`src/rtl/sprite_animator_if.sv`:
```
// Scan-position, sprite-configuration and ROM-address bundle for sprite_animator.
// master = scan/config side, slave = the animator itself.
interface sprite_animator_if #(
  parameter int NUM_SPR    = 2,
  parameter int MAX_FRAMES = 4,
  parameter int ADDR_W     = 12,
  parameter int DIV_W      = 8
);
  localparam int FW = (MAX_FRAMES > 1) ? $clog2(MAX_FRAMES) : 1;

  logic [8:0]              row;
  logic [9:0]              col;
  logic [NUM_SPR-1:0]      spr_en;
  logic [NUM_SPR*10-1:0]   spr_x;
  logic [NUM_SPR*9-1:0]    spr_y;
  logic [NUM_SPR*ADDR_W-1:0] spr_base;
  logic [NUM_SPR*(FW+1)-1:0] spr_nframes;
  logic [NUM_SPR*DIV_W-1:0]  spr_div;
  logic [ADDR_W-1:0]       rom_addr;
  logic                    hit;
  logic [2:0]              hit_id;
  logic [NUM_SPR*FW-1:0]   frame_idx;

  modport master (
    output row, col, spr_en, spr_x, spr_y, spr_base, spr_nframes, spr_div,
    input  rom_addr, hit, hit_id, frame_idx
  );

  modport slave (
    input  row, col, spr_en, spr_x, spr_y, spr_base, spr_nframes, spr_div,
    output rom_addr, hit, hit_id, frame_idx
  );
endinterface

```
`src/rtl/sprite_animator.sv`:
```
// Multi-channel sprite ROM address generator: window hit, lowest-index priority, per-channel animation.
// Define SPRITE_ANIM_PINGPONG_EN to make frames bounce between the ends instead of wrapping.
module sprite_animator #(
  parameter int NUM_SPR    = 2,
  parameter int SPR_W      = 20,
  parameter int SPR_H      = 20,
  parameter int MAX_FRAMES = 4,
  parameter int ADDR_W     = 12,
  parameter int DIV_W      = 8
) (
  input  logic           clk,
  input  logic           reset,
  sprite_animator_if.slave bus
);
  localparam int FW = (MAX_FRAMES > 1) ? $clog2(MAX_FRAMES) : 1;
  localparam int NW = FW + 1;
  localparam logic [NW-1:0]     ONE_N    = NW'(1);
  localparam logic [ADDR_W-1:0] FRAME_SZ = ADDR_W'(SPR_W * SPR_H);
  localparam logic [ADDR_W-1:0] SPR_W_A  = ADDR_W'(SPR_W);
  localparam logic [10:0]       SPR_W11  = 11'(SPR_W);
  localparam logic [10:0]       SPR_H11  = 11'(SPR_H);

  logic              origin_q, origin_d;
  logic              vstart;
  logic [FW-1:0]     frame_q [NUM_SPR];
  logic [FW-1:0]     frame_d [NUM_SPR];
  logic [DIV_W-1:0]  tick_q  [NUM_SPR];
  logic [DIV_W-1:0]  tick_d  [NUM_SPR];
`ifdef SPRITE_ANIM_PINGPONG_EN
  logic [NUM_SPR-1:0] dir_q, dir_d;
`endif
  logic [ADDR_W-1:0] rom_addr_q, rom_addr_d;
  logic              hit_q, hit_d;
  logic [2:0]        hit_id_q, hit_id_d;

  // Animation steps once per video frame: rising edge of "scan is at the origin".
  always_comb begin
    origin_d = (bus.row == 9'd0) && (bus.col == 10'd0);
    vstart   = origin_d && !origin_q;
  end

  always_comb begin
    logic [NW-1:0]    nf;
    logic [NW-1:0]    cur;
    logic [DIV_W-1:0] div;
    logic             step;
    tick_d  = tick_q;
    frame_d = frame_q;
`ifdef SPRITE_ANIM_PINGPONG_EN
    dir_d   = dir_q;
`endif
    nf   = '0;
    cur  = '0;
    div  = '0;
    step = 1'b0;
    for (int i = 0; i < NUM_SPR; i++) begin
      nf   = bus.spr_nframes[NW*i +: NW];
      div  = bus.spr_div[DIV_W*i +: DIV_W];
      cur  = {1'b0, frame_q[i]};
      step = 1'b0;
      if (!bus.spr_en[i]) begin
        tick_d[i]  = '0;
        frame_d[i] = '0;
`ifdef SPRITE_ANIM_PINGPONG_EN
        dir_d[i]   = 1'b0;
`endif
      end else if (vstart) begin
        if (tick_q[i] == div) begin
          tick_d[i] = '0;
          step      = 1'b1;
        end else begin
          tick_d[i] = tick_q[i] + DIV_W'(1);
        end
      end
      if (step) begin
`ifdef SPRITE_ANIM_PINGPONG_EN
        // A frame left out of range by a shrunken nframes restarts forward from 0.
        if (nf <= ONE_N || cur >= nf) begin
          frame_d[i] = '0;
          dir_d[i]   = 1'b0;
        end else if (!dir_q[i]) begin
          if (cur + ONE_N == nf) begin
            dir_d[i]   = 1'b1;
            frame_d[i] = frame_q[i] - FW'(1);
          end else begin
            frame_d[i] = frame_q[i] + FW'(1);
          end
        end else begin
          if (frame_q[i] == '0) begin
            dir_d[i]   = 1'b0;
            frame_d[i] = FW'(1);
          end else begin
            frame_d[i] = frame_q[i] - FW'(1);
          end
        end
`else
        if (cur + ONE_N >= nf) begin
          frame_d[i] = '0;
        end else begin
          frame_d[i] = FW'(cur + ONE_N);
        end
`endif
      end
    end
  end

  // Descending scan so the lowest covering channel is the last writer.
  always_comb begin
    logic [10:0] row11;
    logic [10:0] col11;
    logic [10:0] x11;
    logic [10:0] y11;
    hit_d      = 1'b0;
    hit_id_d   = 3'd0;
    rom_addr_d = rom_addr_q;
    row11      = {2'b00, bus.row};
    col11      = {1'b0, bus.col};
    x11        = '0;
    y11        = '0;
    for (int i = NUM_SPR - 1; i >= 0; i--) begin
      x11 = {1'b0, bus.spr_x[10*i +: 10]};
      y11 = {2'b00, bus.spr_y[9*i +: 9]};
      if (bus.spr_en[i] &&
          row11 >= y11 && row11 < y11 + SPR_H11 &&
          col11 >= x11 && col11 < x11 + SPR_W11) begin
        hit_d      = 1'b1;
        hit_id_d   = 3'(i);
        rom_addr_d = bus.spr_base[ADDR_W*i +: ADDR_W]
                   + ADDR_W'(frame_q[i]) * FRAME_SZ
                   + ADDR_W'(row11 - y11) * SPR_W_A
                   + ADDR_W'(col11 - x11);
      end
    end
  end

  always_ff @(posedge clk or posedge reset) begin
    if (reset) begin
      origin_q   <= 1'b0;
      rom_addr_q <= '0;
      hit_q      <= 1'b0;
      hit_id_q   <= 3'd0;
      for (int i = 0; i < NUM_SPR; i++) begin
        tick_q[i]  <= '0;
        frame_q[i] <= '0;
      end
`ifdef SPRITE_ANIM_PINGPONG_EN
      dir_q      <= '0;
`endif
    end else begin
      origin_q   <= origin_d;
      rom_addr_q <= rom_addr_d;
      hit_q      <= hit_d;
      hit_id_q   <= hit_id_d;
      for (int i = 0; i < NUM_SPR; i++) begin
        tick_q[i]  <= tick_d[i];
        frame_q[i] <= frame_d[i];
      end
`ifdef SPRITE_ANIM_PINGPONG_EN
      dir_q      <= dir_d;
`endif
    end
  end

  assign bus.rom_addr = rom_addr_q;
  assign bus.hit      = hit_q;
  assign bus.hit_id   = hit_id_q;

  for (genvar g = 0; g < NUM_SPR; g++) begin : g_fidx
    assign bus.frame_idx[FW*g +: FW] = frame_q[g];
  end
endmodule

```
`src/flat_wrapper.sv`:
```
// flat-port wrapper written by rule: the top's interface ports become plain ports
module sprite_animator_flat 
#(
  parameter int NUM_SPR    = 2,
  parameter int SPR_W      = 20,
  parameter int SPR_H      = 20,
  parameter int MAX_FRAMES = 4,
  parameter int ADDR_W     = 12,
  parameter int DIV_W      = 8
)
  (clk, reset, bus_row, bus_col, bus_spr_en, bus_spr_x, bus_spr_y, bus_spr_base, bus_spr_nframes, bus_spr_div, bus_rom_addr, bus_hit, bus_hit_id, bus_frame_idx);
  sprite_animator_if #(.NUM_SPR(NUM_SPR), .MAX_FRAMES(MAX_FRAMES), .ADDR_W(ADDR_W), .DIV_W(DIV_W)) bus_i ();
  input  logic clk;
  input  logic reset;
  input wire logic [$bits(bus_i.row)-1:0] bus_row;
  input wire logic [$bits(bus_i.col)-1:0] bus_col;
  input wire logic [$bits(bus_i.spr_en)-1:0] bus_spr_en;
  input wire logic [$bits(bus_i.spr_x)-1:0] bus_spr_x;
  input wire logic [$bits(bus_i.spr_y)-1:0] bus_spr_y;
  input wire logic [$bits(bus_i.spr_base)-1:0] bus_spr_base;
  input wire logic [$bits(bus_i.spr_nframes)-1:0] bus_spr_nframes;
  input wire logic [$bits(bus_i.spr_div)-1:0] bus_spr_div;
  output wire logic [$bits(bus_i.rom_addr)-1:0] bus_rom_addr;
  output wire logic [$bits(bus_i.hit)-1:0] bus_hit;
  output wire logic [$bits(bus_i.hit_id)-1:0] bus_hit_id;
  output wire logic [$bits(bus_i.frame_idx)-1:0] bus_frame_idx;
  assign bus_i.row = bus_row;
  assign bus_i.col = bus_col;
  assign bus_i.spr_en = bus_spr_en;
  assign bus_i.spr_x = bus_spr_x;
  assign bus_i.spr_y = bus_spr_y;
  assign bus_i.spr_base = bus_spr_base;
  assign bus_i.spr_nframes = bus_spr_nframes;
  assign bus_i.spr_div = bus_spr_div;
  assign bus_rom_addr = bus_i.rom_addr;
  assign bus_hit = bus_i.hit;
  assign bus_hit_id = bus_i.hit_id;
  assign bus_frame_idx = bus_i.frame_idx;
  sprite_animator #(.NUM_SPR(NUM_SPR), .SPR_W(SPR_W), .SPR_H(SPR_H), .MAX_FRAMES(MAX_FRAMES), .ADDR_W(ADDR_W), .DIV_W(DIV_W)) u_core (.clk(clk), .reset(reset), .bus(bus_i));
endmodule
```
`config.mk`:
```
export PLATFORM = sky130hd
export DESIGN_NAME = sprite_animator_flat
export DESIGN_NICKNAME = d
export VERILOG_FILES = /design/src/rtl/sprite_animator_if.sv /design/src/rtl/sprite_animator.sv /design/src/flat_wrapper.sv
export SDC_FILE = /design/constraint.sdc
export NUM_CORES = 1
export LEC_CHECK = 0
export CORE_ASPECT_RATIO = 0.6
export CORE_MARGIN = 3
export CORE_UTILIZATION = 60
export DETAILED_ROUTE_END_ITERATION = 16
export PLACE_DENSITY = 0.88
export SYNTH_ARGS = -nofsm -noshare
export SYNTH_HDL_FRONTEND = slang
export SYNTH_SLANG_ARGS = --single-unit
```
`constraint.sdc`:
```
create_clock -name clk -period 6.5 [get_ports clk]
set_input_delay 1.3 -clock clk [delete_from_list [all_inputs] [get_ports clk]]
set_output_delay 1.3 -clock clk [all_outputs]
set_load 0.01 [all_outputs]
```
# ---- After elaboration in Yosys (flattened, before gate mapping)
# Index checks and enable logic that the tools add are counted.
dict set report word_totals {
  reg_bits 35
  latchBits 0
  ram_bits 0
  mem_bits_ro 0
  inputBits 107
  out_inout_bits 20
  wordCells 84
  mem_count 0
}
dict set report op_classes {
  addsub 18
  multipliers 4
  div 0
  n_lt_le_gt_ge 10
  n_eq_ne 6
  shift 0
  n_mux 24
  bitwise 0
  n_reduce_logical 14
}
# op n
set op_table {}
lappend op_table {{adder 12 bit} 4}
lappend op_table {{2-to-1 mux 8 bit} 6}
lappend op_table {{adder 12 x 11 -> 12 bit} 2}
lappend op_table {{multiplier 12 x 3 -> 10 bit, second input constant} 2}
lappend op_table {{2-to-1 mux 12 bit} 2}
lappend op_table {{adder 10 x 5 -> 11 bit, second input constant} 2}
lappend op_table {{< comparator 10 x 11 -> 1 bit} 2}
lappend op_table {{< comparator 9 x 11 -> 1 bit} 2}
lappend op_table {{subtractor 10 x 10 -> 11 bit} 2}
lappend op_table {{adder 9 x 5 -> 10 bit, second input constant} 2}
lappend op_table {{>= comparator 10 bit} 2}
lappend op_table {{subtractor 9 x 9 -> 10 bit} 2}
lappend op_table {{>= comparator 9 bit} 2}
lappend op_table {{adder 8 x 1 -> 8 bit, second input constant} 2}
lappend op_table {{== test 8 bit} 2}
lappend op_table {{multiplier 2 x 5 -> 7 bit, second input constant} 2}
lappend op_table {{2-to-1 mux 2 bit} 6}
lappend op_table {{logical AND 1 bit} 10}
lappend op_table {{zero test 10 bit} 1}
lappend op_table {{2-to-1 mux 1 bit} 10}
lappend op_table {{zero test 9 bit} 1}
lappend op_table {{inequality test 2 x 1 -> 1 bit, second input constant} 4}
lappend op_table {{adder 2 x 1 -> 3 bit, second input constant} 2}
lappend op_table {{>= comparator 3 bit} 2}
lappend op_table {{2 further kinds} 2}

# ---- Longest topological paths before layout
# Gate-level depths: netlist of the first run.
dict set report depth {
  depth_word 7
  ltp_mapped 25
}

# ---- Worst setup path after synthesis of the first run
# Ideal clock, no wire load.
dict set report synth_timing {
  kind {input to register}
  start {input bus_row[0]}
  end {register u_core.rom_addr_q[11], in the netlist u_core.bus.rom_addr[11]}
  arrival_ns 5.726
  slack_ns 0.688
  stages 23
  cell_sequence {inv_1 ha_1 inv_1 fa_1 nand3_1 a21boi_2 nor2_1 ha_1 ha_1 a21o_1 a21oi_1 o21bai_1 a21oi_1 xor2_1 fa_1 inv_1 fa_1 ha_1 a21o_1 a31oi_1 xor2_1 a32o_1 nor3_1}
}
dict set report synth_via {
  elab_chain_cells 6
  word_cells_on_any_way 23
}
# element line_no
set synth_lines {}
lappend synth_lines {{start: declaration} flat_wrapper.sv:15} ;# input wire logic [$bits(bus_i.row)-1:0] bus_row;
lappend synth_lines {{subtractor 9 x 9 -> 10 bit or >= comparator 9 bit (tied branches)} {sprite_animator.sv:130, sprite_animator.sv:124}}
lappend synth_lines {{multiplier 12 x 3 -> 10 bit or logical AND 1 bit (tied branches)} {sprite_animator.sv:130, sprite_animator.sv:123}}
lappend synth_lines {{adder 12 bit or logical AND 1 bit (tied branches)} {sprite_animator.sv:130, sprite_animator.sv:124}}
lappend synth_lines {{adder 12 bit or logical AND 1 bit (tied branches)} {sprite_animator.sv:131, sprite_animator.sv:124}}
lappend synth_lines {{2-to-1 mux 12 bit or logical AND 1 bit (tied branches)} {sprite_animator.sv:123, sprite_animator.sv:125}}
lappend synth_lines {{2-to-1 mux 12 bit or nonzero test 2 bit (tied branches)} --}
lappend synth_lines {{end signal: assignment} sprite_animator.sv:151} ;# rom_addr_q <= rom_addr_d;
lappend synth_lines {{end: declaration} sprite_animator.sv:32} ;# logic [ADDR_W-1:0] rom_addr_q, rom_addr_d;
# Several ways; a longest one is shown, not always the timed one. The select of a mux whose other input is x is not followed.
# A chain may end at the register's enable or synchronous reset.

# ---- Worst setup path in the final report of the first run
# Ends and elaborated chain as after synthesis.

==> metrics.csv, run 1 <==
stage,metric,value,unit
clock_network,cts-root-buf,clkbuf_16,
sta,fin_crit_sh,97.0,%
placed_design,portBuffers,124,
route,post_drt_wl_per_cell,17.1,µm
layout,nNetsFinal,1274,
placed_design,dpl_worst_slack,-0.216,ns
logic_synthesis,synthArstFlopShare,100,%
global_routing,gr-usage-met3,6.82,%
floorplanning,io_pins,127,
global_routing,track_usage,28.8,%
logic_synthesis,ys_ff_latch,35,
sta,hold_viol_final,0,
power_and_ir_drop,power_frac_comb,82.6,%
sta,whs,0.562,ns
layout,mostFrequentLayoutCells,"ha_1, inv_1, clkdlybuf4s50_1",
global_routing,grt_pass1_vias,6517,
logic_synthesis,synth-edff-count,0,
worst_setup_path,required,6.70,ns
logic_synthesis,synthFlopType,dfrtp_1,
logic_synthesis,ys_seq_area_share,12.3,%
sta,rsz0062_at_grt,yes,
power_and_ir_drop,p_total,3.04,mW
route,drt_iter0_markers,555,
floorplanning,dieArea,13300,µm²
power_and_ir_drop,power_frac_seq,9.3,%
clock_network,cts_buffers,5,
floorplanning,start_util,62.4,%
sta,finalSetupViolCount,0,
worst_hold_path,hold_class,reg -> reg,
logic_synthesis,syn_avg_cell_area,8.48,µm²
global_routing,overflow,0,
route,ant_nets,0,
global_routing,grt_start_max_net_pins,36,
clock_network,cts_sinks,35,
placed_design,place_congestion,0.933,
clock_network,clkLatencyLatePin,0.29,ns
floorplanning,fp.dieW,147,µm
layout,final_cell_area,8990,µm²
power_and_ir_drop,pwr-share-clk,8.1,%
power_and_ir_drop,power_leakage,4.37,nW
worst_setup_path,cp.arrival,6.50,ns
placed_design,dpl_cell_area,8730,µm²
power_and_ir_drop,switchingPower,1.50,mW
run,cap_viol_max_count,0,
logic_synthesis,ys.warnings.count,0,
layout,antenna_cells,0,
logic_synthesis,netlist_area,7140,µm²
worst_hold_path,min_from,u_core.tick_q[2]$_DFFE_PP0P_,
global_routing,globalRoute.busiestLayer,met2,
power_and_ir_drop,p_int,1.54,mW
route,drc,0,
floorplanning,die_h,90.5,µm
global_routing,antenna_found_initial,0,
clock_network,tritoncts,done,
layout,final_common_cell,ha_1,
route,drt-total-wl,19700,µm
floorplanning,std_cell_rows,30,
power_and_ir_drop,swShare,49.3,%
layout,final_cells,1152,
layout,syn_to_final_growth,25.9,%
power_and_ir_drop,ir_drop,0.350,mV
clock_network,ctsLongestPathBuffers,2,
worst_setup_path,end_kind,flop,
sta,fin_skew,0.00310,ns
route,vias,6721,
sta,fin_crit,6.30,ns
worst_setup_path,worst-path-max-fanout,3,
logic_synthesis,synth_cell_types,63,
sta,slew_headroom,34.5,%
global_routing,grtUsageMet2,45.3,%
worst_setup_path,ff2ff_setup_slack,2.62,ns
clock_network,htreeDepth,2,
worst_setup_path,worst_setup_path_start_kind,primary input,
worst_setup_path,rr_startpoint,u_core.bus.frame_idx[0]$_DFFE_PP0P_,
worst_setup_path,critical_path_class,in -> reg,
worst_setup_path,startpoint,bus_row[0],
status,status,"complete, no violations",
clock_network,clkTransAtPathRegs,0.06,ns
sta,tightest_slew,0.975,ns
power_and_ir_drop,power_density,339,nW/µm²
placed_design,dp_cells,1143,
global_routing,grt_use_met1,41.2,%
clock_network,hold_buffers,0,
sta,max_freq,159,MHz
sta,report.final.slew_viol_count,0,
logic_synthesis,synthCells,842,
placed_design,dp.final_hpwl,16600,µm
route,via_per_inst,5.83,
floorplanning,core_area,11400,µm²
sta,finalWorstSetupSlack,0.198,ns
global_routing,grt_pass1_wl,31400,µm
route,firstDrtPassIters,6,
layout,drive_gt1_share,6.45,%
[critical path, cell delays in order]
cell	delay, ns
clkdlybuf4s50_1	0.41
inv_1	0.09
ha_1	0.15
inv_1	0.05
fa_2	0.35
a21o_1	0.21
a21oi_2	0.21
o21bai_1	0.11
a21oi_2	0.18
xnor2_2	0.14
ha_1	0.27
ha_1	0.34
inv_1	0.07
o21bai_1	0.18
a21oi_2	0.09
xor2_1	0.16
fa_1	0.50
inv_1	0.07
ha_4	0.28
nand2_1	0.07
o41ai_2	0.36
xnor2_1	0.18
xnor3_1	0.30
a32o_1	0.22
nor3_1	0.20
[state kept, by name (all words and copies together), names as in the netlist]
signal                count
u_core.origin_q           1
u_core.bus.frame_idx      4
u_core.bus.hit            1
u_core.bus.hit_id         1
u_core.tick_q            16
u_core.bus.rom_addr      12
[layout make-up]
class                      instances  area (µm²)
clock buffer                       5         125
inverter                         127         477
tap                              160         200
fill                             760        2460
clock inverter                     3        23.8
sequential                        35         876
multi-input combinational        673        5860
timing repair buffer             149        1430
[repair_timing]
| item | 4_1_cts | 5_1_grt |
|---|---|---|
| gates resized for setup | 0 | 18 |
| setup endpoints to repair | 0 | 3 |
| buffers inserted | 0 | 1 |
[metal layers]
| layer | wire length [µm] | up-vias |
|---|---|---|
| met5 | 0 | - |
| met4 | 336 | 0 |
| met3 | 1780 | 42 |
| met2 | 8700 | 299 |
| met1 | 8910 | 3168 |
| li1 | - | 3212 |
[cells by family after synthesis]
kind of cell               after synthesis  share of synthesized area (%)
DFF                                     35                           12.3
AOI/OAI and AO/OA                      186                           17.6
other                                    1                         0.0525
and+or+nand+nor                        198                           13.8
buffers and inverters                  135                           7.36
xor gates and xnor gates               105                           13.3
muxes                                    6                          0.841
adders and majority gates              176                           34.8
[metrics by stage]
| stage | TNS [ns] | util [%] |
|---|---|---|
| floorplan | 0 | - |
| global placement | 0 | 76.2 |
| detailed placement | -0.263 | 76.2 |
| CTS | 0 | 77.5 |
| global route | 0 | 78.5 |
| finish | 0 | 78.5 |
[worst paths after layout]
kind / end / depth (start not counted)
min in group asynchronous: u_core.bus.rom_addr[2]$_DFFE_PP0P_ / 3
worst min-delay path: u_core.tick_q[2]$_DFFE_PP0P_ / 1
max in group asynchronous: u_core.bus.frame_idx[3]$_DFFE_PP0P_ / 3
worst min register to register: u_core.tick_q[2]$_DFFE_PP0P_ / 1
worst max register to register: u_core.bus.rom_addr[11]$_DFFE_PP0P_ / 12
worst max-delay path: u_core.bus.rom_addr[11]$_DFFE_PP0P_ / 25
[power by group through the flow]
stage / logic [mW] / registers [mW] / clock network (mW)
after detailed placement: 2.30 / 0.286 / 0
after global routing: 2.75 / 0.289 / 0.253
after CTS: 2.33 / 0.284 / 0.244
after global placement: 2.21 / 0.287 / 0
final: 2.51 / 0.284 / 0.246
after floorplan: 1.57 / 0.298 / 0
[Yosys cell counts (3+ instances only)]
cell type / count / share of area (%)
dfrtp_1: 35 / 12
clkbuf_1: 4 / 0.21
buf_4: 3 / 0.32
o21a_1: 7 / 0.74
fa_1: 38 / 11
o2111ai_1: 4 / 0.49
a21oi_1: 52 / 3.6
a21boi_0: 3 / 0.32
a21o_1: 25 / 2.6
nand3_1: 8 / 0.56
nor2_1: 46 / 2.4
ha_1: 138 / 24
o21bai_1: 9 / 0.95
and3_1: 3 / 0.26
nand4_1: 13 / 1.1
mux2i_1: 6 / 0.84
a21oi_2: 3 / 0.37
or3_1: 9 / 0.79
o21ai_0: 42 / 2.9
nor3_1: 22 / 1.5
a211oi_1: 8 / 0.84
nand2b_1: 11 / 0.96
nor4_1: 12 / 1.1
nor2b_1: 13 / 1.1
inv_1: 127 / 6.7
xnor2_1: 60 / 7.4
o211ai_1: 3 / 0.32
xor2_1: 43 / 5.3
and2_1: 3 / 0.26
o21ai_1: 4 / 0.28
a31oi_1: 3 / 0.26
nand2_1: 47 / 2.5
No activity file was read; power rests on OpenSTA's default activity.
==> run 2: changes to the inputs <==
- CORE_UTILIZATION: 60 -> 47
- PLACE_DENSITY: 0.88 -> 0.72
==> run 2 against run 1 <==
  * Maximum frequency is 2.0% higher
  * Register-to-register slack improved by 0.09 ns
  * Clock power rose by 15%
  * First-iteration DRC count is 30% lower
  * Sequential share of layout area shrank 0.078 points
  * Via count shrank 5.3%
  * Die area is 26% higher
  * Clock skew rose by 0.0026 ns
  * Critical path depth unchanged
  * Sequential power hardly changed
  * Largest cell class unchanged
  * Highest routed layer unchanged
==> metrics.csv, run 2 (synthesized netlist as in run 1, its figures left out) <==
stage,metric,value,unit
worst_setup_path,worst_setup_path_start_kind,primary input,
sta,hold_viol_final,0,
worst_hold_path,hold-path-cell-count,1,
sta,slew_headroom,43.0,%
power_and_ir_drop,ir_drop,0.297,mV
sta,fin_crit_sh,95.0,%
power_and_ir_drop,p_total,2.93,mW
sta,report.final.slew_viol_count,0,
clock_network,cts_buffers,5,
clock_network,clkTransAtPathRegs,0.06,ns
worst_setup_path,ff2ff_setup_slack,2.71,ns
layout,drive_gt1_share,6.42,%
worst_hold_path,hold_class,reg -> reg,
placed_design,place_congestion,0.989,
worst_setup_path,end_kind,flop,
floorplanning,io_pins,127,
route,vias,6365,
route,post_drt_wl_per_cell,16.7,µm
route,firstDrtPassIters,5,
global_routing,grt_pass1_wl,31500,µm
placed_design,dp.final_hpwl,17200,µm
clock_network,tritoncts,done,
layout,largest_reg_flops,16,
route,via_per_inst,5.33,
worst_setup_path,r2r_end,u_core.bus.rom_addr[11]$_DFFE_PP0P_,
status,status,"complete, no violations",
global_routing,overflow,0,
global_routing,grt_start_max_net_pins,36,
clock_network,cts_sinks,35,
clock_network,clkLatencyLatePin,0.28,ns
sta,finalSetupViolCount,0,
clock_network,htreeDepth,2,
worst_setup_path,worstRegToRegCells,12,
route,ant_nets,0,
floorplanning,start_util,48.7,%
worst_setup_path,cp.arrival,6.38,ns
worst_setup_path,rr_startpoint,u_core.bus.frame_idx[0]$_DFFE_PP0P_,
global_routing,grt_pass1_vias,6276,
run,cap_viol_max_count,0,
worst_setup_path,critical_path_class,in -> reg,
worst_setup_path,required,6.70,ns
sta,fin_skew,0.00571,ns
clock_network,ctsLongestPathBuffers,2,
sta,setup_tns,0,ns
sta,tightest_slew,0.848,ns
layout,fillers,1300,
power_and_ir_drop,power_leakage,4.41,nW
route,drt-total-wl,19900,µm
floorplanning,dieArea,16800,µm²
clock_network,hold_buffers,0,
floorplanning,fp.dieW,165,µm
floorplanning,die_h,101,µm
layout,antenna_cells,0,
layout,regMostFlops,u_core.tick_q,
route,drt_iter0_markers,388,
floorplanning,std_cell_rows,34,
power_and_ir_drop,power_density,323,nW/µm²
layout,fin_util,61.8,%
clock_network,cts-root-buf,clkbuf_16,
layout,mostFrequentLayoutCells,"ha_1, inv_1, clkdlybuf4s50_1",
layout,syn_to_final_growth,26.9,%
worst_setup_path,worst-path-max-fanout,3,
global_routing,antenna_found_initial,0,
sta,whs,0.551,ns
worst_hold_path,min_from,u_core.tick_q[2]$_DFFE_PP0P_,
sta,max_freq,162,MHz
route,drc,0,
global_routing,track_usage,23.9,%
placed_design,portBuffers,124,
floorplanning,core_area,14700,µm²
sta,fin_crit,6.18,ns
layout,nNetsFinal,1279,
layout,final_common_cell,ha_1,
worst_hold_path,min_to,u_core.tick_q[2]$_DFFE_PP0P_,
-- run 2: cell count changes in the layout (fill, tap and decap cells not counted), sizes merged --
cell / previous run / this run
buf: 25 / 30
clkinvlp: 2 / 0
bufinv: 0 / 1
clkbuf: 5 / 6
clkdlybuf4s50: 124 / 123
clkinv: 0 / 1
dlymetal6s2s: 0 / 1
inv: 128 / 127
-- run 2: cell type report --
type	count	area (µm²)	share of cell area, %
tap	198	248	2.73
clock inverter	2	35.0	0.387
sequential	35	876	9.66
clock buffer	6	139	1.53
inverter	127	477	5.26
multi-input combinational	673	5820	64.2
timing repair buffer	154	1470	16.2
-- run 2: metrics by stage --
step	cell area (µm²)	std cells	worst slack, ns
floorplan	7150	843	0.688
global placement	8800	1185	0.0516
detailed placement	8800	1185	-0.193
CTS	8980	1193	0.128
global route	9060	1195	-0.00459
finish	9060	1195	0.323
-- run 2: per-layer routing --
metal	part of all wire [%]	up-vias	routed length, µm	track usage [%]
met1	51	2942	10100	36.5
met5	0	-	0	0
li1	-	3227	-	-
met4	0.90	0	180	2.84
met2	41	181	8190	35.7
met3	7.0	15	1400	4.74
-- run 2: what timing repair did --
item | 4_1_cts | 5_1_grt
endpoints found under the setup margin | 0 | 2
resized for setup | 0 | 15
buffers inserted | 0 | 2
-- run 2: worst max-delay path, stage by stage --
cell,delay (ns)
clkdlybuf4s50_1,0.44
inv_2,0.09
ha_2,0.20
inv_1,0.05
fa_1,0.40
nand3_2,0.12
nand2_1,0.07
nor2_1,0.09
nor2_1,0.06
ha_1,0.32
ha_1,0.29
a21o_1,0.17
a21oi_2,0.16
o21bai_1,0.09
a21oi_1,0.18
xor2_1,0.18
fa_1,0.43
inv_1,0.08
fa_1,0.42
ha_1,0.33
a21o_1,0.19
a31oi_1,0.18
xor2_1,0.11
a32o_1,0.26
nor3_1,0.16
-- run 2: worst max path at each step --
stage          startpoint                                   to  slack [ns]
2_1_floorplan  bus_row[0]  u_core.bus.rom_addr[11]$_DFFE_PP0P_        0.69
3_3_place_gp   bus_row[0]  u_core.bus.rom_addr[11]$_DFFE_PP0P_        0.05
3_5_place_dp   bus_row[0]  u_core.bus.rom_addr[11]$_DFFE_PP0P_       -0.19
4_1_cts        bus_row[0]  u_core.bus.rom_addr[11]$_DFFE_PP0P_        0.13
5_1_grt        bus_row[0]  u_core.bus.rom_addr[11]$_DFFE_PP0P_      -0.005
6_report       bus_row[0]  u_core.bus.rom_addr[11]$_DFFE_PP0P_        0.32
-- run 2: power breakdown --
| group | total, mW | switching [mW] | internal (mW) |
|---|---|---|---|
| clock | 0.284 | 0.0937 | 0.191 |
| combinational | 2.36 | 1.25 | 1.11 |
| sequential | 0.283 | 0.0256 | 0.258 |
| total | 2.93 | 1.37 | 1.56 |
==> run 3: changes to the inputs <==
- PLACE_DENSITY: 0.72 -> 0.73
==> run 3 against run 2 <==
  * Global-route usage is 0.27 points higher
  * Flip-flop and latch count unchanged
  * Routed wire length is 0.78% lower
  * Largest cell class unchanged
  * Combinational power barely moved
  * Clock-buffer cell count decreased by 1
  * Sequential power hardly changed
  * Cell area down 0.59%
  * Total power down 0.42%
  * Cell count fell by 0.33%
  * Clock power fell by 2%
==> metrics.csv, run 3 (synthesized netlist as in run 1, its figures left out) <==
stage,metric,value,unit
status,status,"complete, no violations",
placed_design,dp.final_hpwl,17000,µm
worst_setup_path,end_kind,flop,
power_and_ir_drop,power_leakage,4.38,nW
layout,mostFrequentLayoutCells,"ha_1, inv_1, clkdlybuf4s50_1",
layout,drive_gt1_share,5.74,%
clock_network,cts_buffers,5,
route,post_drt_wl_per_cell,16.6,µm
global_routing,overflow,0,
worst_setup_path,critical_path_class,in -> reg,
clock_network,cts_sinks,35,
clock_network,ctsLongestPathBuffers,2,
worst_setup_path,path_common_cell,inv_1,
floorplanning,std_cell_rows,34,
placed_design,place_congestion,0.987,
floorplanning,start_util,48.7,%
floorplanning,core_area,14700,µm²
clock_network,clkTransAtPathRegs,0.06,ns
global_routing,grtUsageMet2,35.8,%
worst_setup_path,required,6.70,ns
placed_design,portBuffers,124,
worst_setup_path,worst_setup_path_start_kind,primary input,
global_routing,gr-usage-met3,5.76,%
global_routing,grt_pass1_wl,31900,µm
global_routing,grt_start_max_net_pins,36,
route,ant_nets,0,
layout,final_common_cell,ha_1,
run,cap_viol_max_count,0,
layout,seqCellArea,876,µm²
floorplanning,dieArea,16800,µm²
worst_setup_path,cp_num_buf_inv,6,
layout,regMostFlops,u_core.tick_q,
sta,fin_skew,0.00518,ns
clock_network,clkLatencyLatePin,0.28,ns
global_routing,track_usage,24.1,%
sta,finalSetupViolCount,0,
layout,antenna_cells,0,
floorplanning,die_h,101,µm
worst_setup_path,ff2ff_setup_slack,2.65,ns
clock_network,htreeDepth,2,
floorplanning,fp.dieW,165,µm
worst_setup_path,cp_num_cells,25,
layout,fillers,1326,
worst_hold_path,hold_class,reg -> reg,
sta,fin_crit_sh,96.3,%
sta,tightest_slew,0.608,ns
sta,report.final.slew_viol_count,0,
sta,max_freq,160,MHz
sta,hold_viol_final,0,
sta,whs,0.555,ns
worst_setup_path,crit_family,adder cells,
layout,largest_reg_flops,16,
layout,fin_util,61.4,%
route,drt-total-wl,19800,µm
global_routing,grt_pass1_vias,6321,
clock_network,cts-root-buf,clkbuf_16,
layout,syn_to_final_growth,26.2,%
layout,nNetsFinal,1275,
power_and_ir_drop,ir_drop,0.216,mV
worst_setup_path,slowest_stage,fa_1,
worst_setup_path,cpPeakStageDelay,0.48,ns
power_and_ir_drop,power_density,324,nW/µm²
route,via_per_inst,5.33,
route,vias,6352,
floorplanning,io_pins,127,
layout,multi_input_area,5800,µm²
global_routing,antenna_found_initial,0,
route,firstDrtPassIters,5,
clock_network,tritoncts,done,
worst_setup_path,worst-path-max-fanout,4,
route,drc,0,
global_routing,globalRoute.busiestLayer,met1,
route,drt_iter0_markers,357,
worst_setup_path,cp.arrival,6.46,ns
sta,slew_headroom,59.1,%
global_routing,grt_use_met1,36.8,%
worst_hold_path,hold-path-cell-count,1,
worst_setup_path,worstRegToRegCells,13,
sta,fin_crit,6.26,ns
[run 3: cell count changes in the layout (fill, tap and decap cells not counted), sizes merged]
| cell | previous run | this run |
|---|---|---|
| clkinv | 1 | 2 |
| buf | 30 | 26 |
| dlymetal6s2s | 1 | 0 |
| clkdlybuf4s50 | 123 | 124 |
| clkbuf | 6 | 5 |
[run 3: path summary, 6_finish.rpt]
path / startpoint / endpoint
setup / recovery: bus_row[0] / u_core.bus.rom_addr[11]$_DFFE_PP0P_
hold / removal: u_core.tick_q[2]$_DFFE_PP0P_ / u_core.tick_q[2]$_DFFE_PP0P_
setup reg to reg: u_core.bus.frame_idx[0]$_DFFE_PP0P_ / u_core.bus.rom_addr[11]$_DFFE_PP0P_
hold reg to reg: u_core.tick_q[2]$_DFFE_PP0P_ / u_core.tick_q[2]$_DFFE_PP0P_
max in group asynchronous: reset / u_core.bus.rom_addr[4]$_DFFE_PP0P_
min in group asynchronous: reset / u_core.tick_q[11]$_DFFE_PP0P_
[run 3: repair_timing]
item | 4_1_cts | 5_1_grt
hold buffers | 0 | 0
endpoints found under the setup margin | 0 | 2
gates resized for setup | 0 | 10
setup buffers | 0 | 1
[run 3: area by class of cell]
| class | instances | area share [%] |
|---|---|---|
| clock buffer | 5 | 1.39 |
| inverter | 127 | 5.29 |
| timing repair buffer | 150 | 15.9 |
| tap | 198 | 2.75 |
| sequential | 35 | 9.72 |
| multi-input combinational | 673 | 64.4 |
| clock inverter | 3 | 0.486 |
[run 3: through the flow]
| stage | cells | TNS, ns | setup slack, ns | area [µm²] | power [mW] |
|---|---|---|---|---|---|
| finish | 1191 | 0 | 0.243 | 9010 | 2.92 |
| global route | 1191 | -0.0230 | -0.0230 | 9010 | 3.22 |
| CTS | 1190 | 0 | 0.251 | 8950 | 2.85 |
| detailed placement | 1182 | -0.0836 | -0.0836 | 8780 | 2.55 |
| global placement | 1182 | 0 | 0.0602 | 8780 | 2.51 |
| floorplan | 843 | 0 | 0.688 | 7150 | 1.87 |
[run 3: where the power goes]
| part | internal (mW) | total [mW] | switching, mW |
|---|---|---|---|
| combinational | 1.10 | 2.36 | 1.25 |
| sequential | 0.258 | 0.284 | 0.0265 |
| clock | 0.181 | 0.277 | 0.0964 |
[run 3: worst register-to-register path: stages (launching register included)]
cell and delay (ns):
dfrtp_1 0.51, inv_1 0.14, fa_1 0.55, inv_1 0.06
fa_1 0.48, ha_1 0.36, a211oi_1 0.22, nor2_1 0.09
nor4_1 0.36, o41ai_2 0.18, xnor2_1 0.17, xnor3_1 0.27
a32o_1 0.21, nor3_1 0.16
[run 3: per-layer routing]
metal	vias to the layer above	share of wire, %	wire (µm)
met5	-	0	0
met4	0	0.62	123
met3	10	7.7	1530
met2	180	41	8170
met1	2958	50	9940
li1	3204	-	-
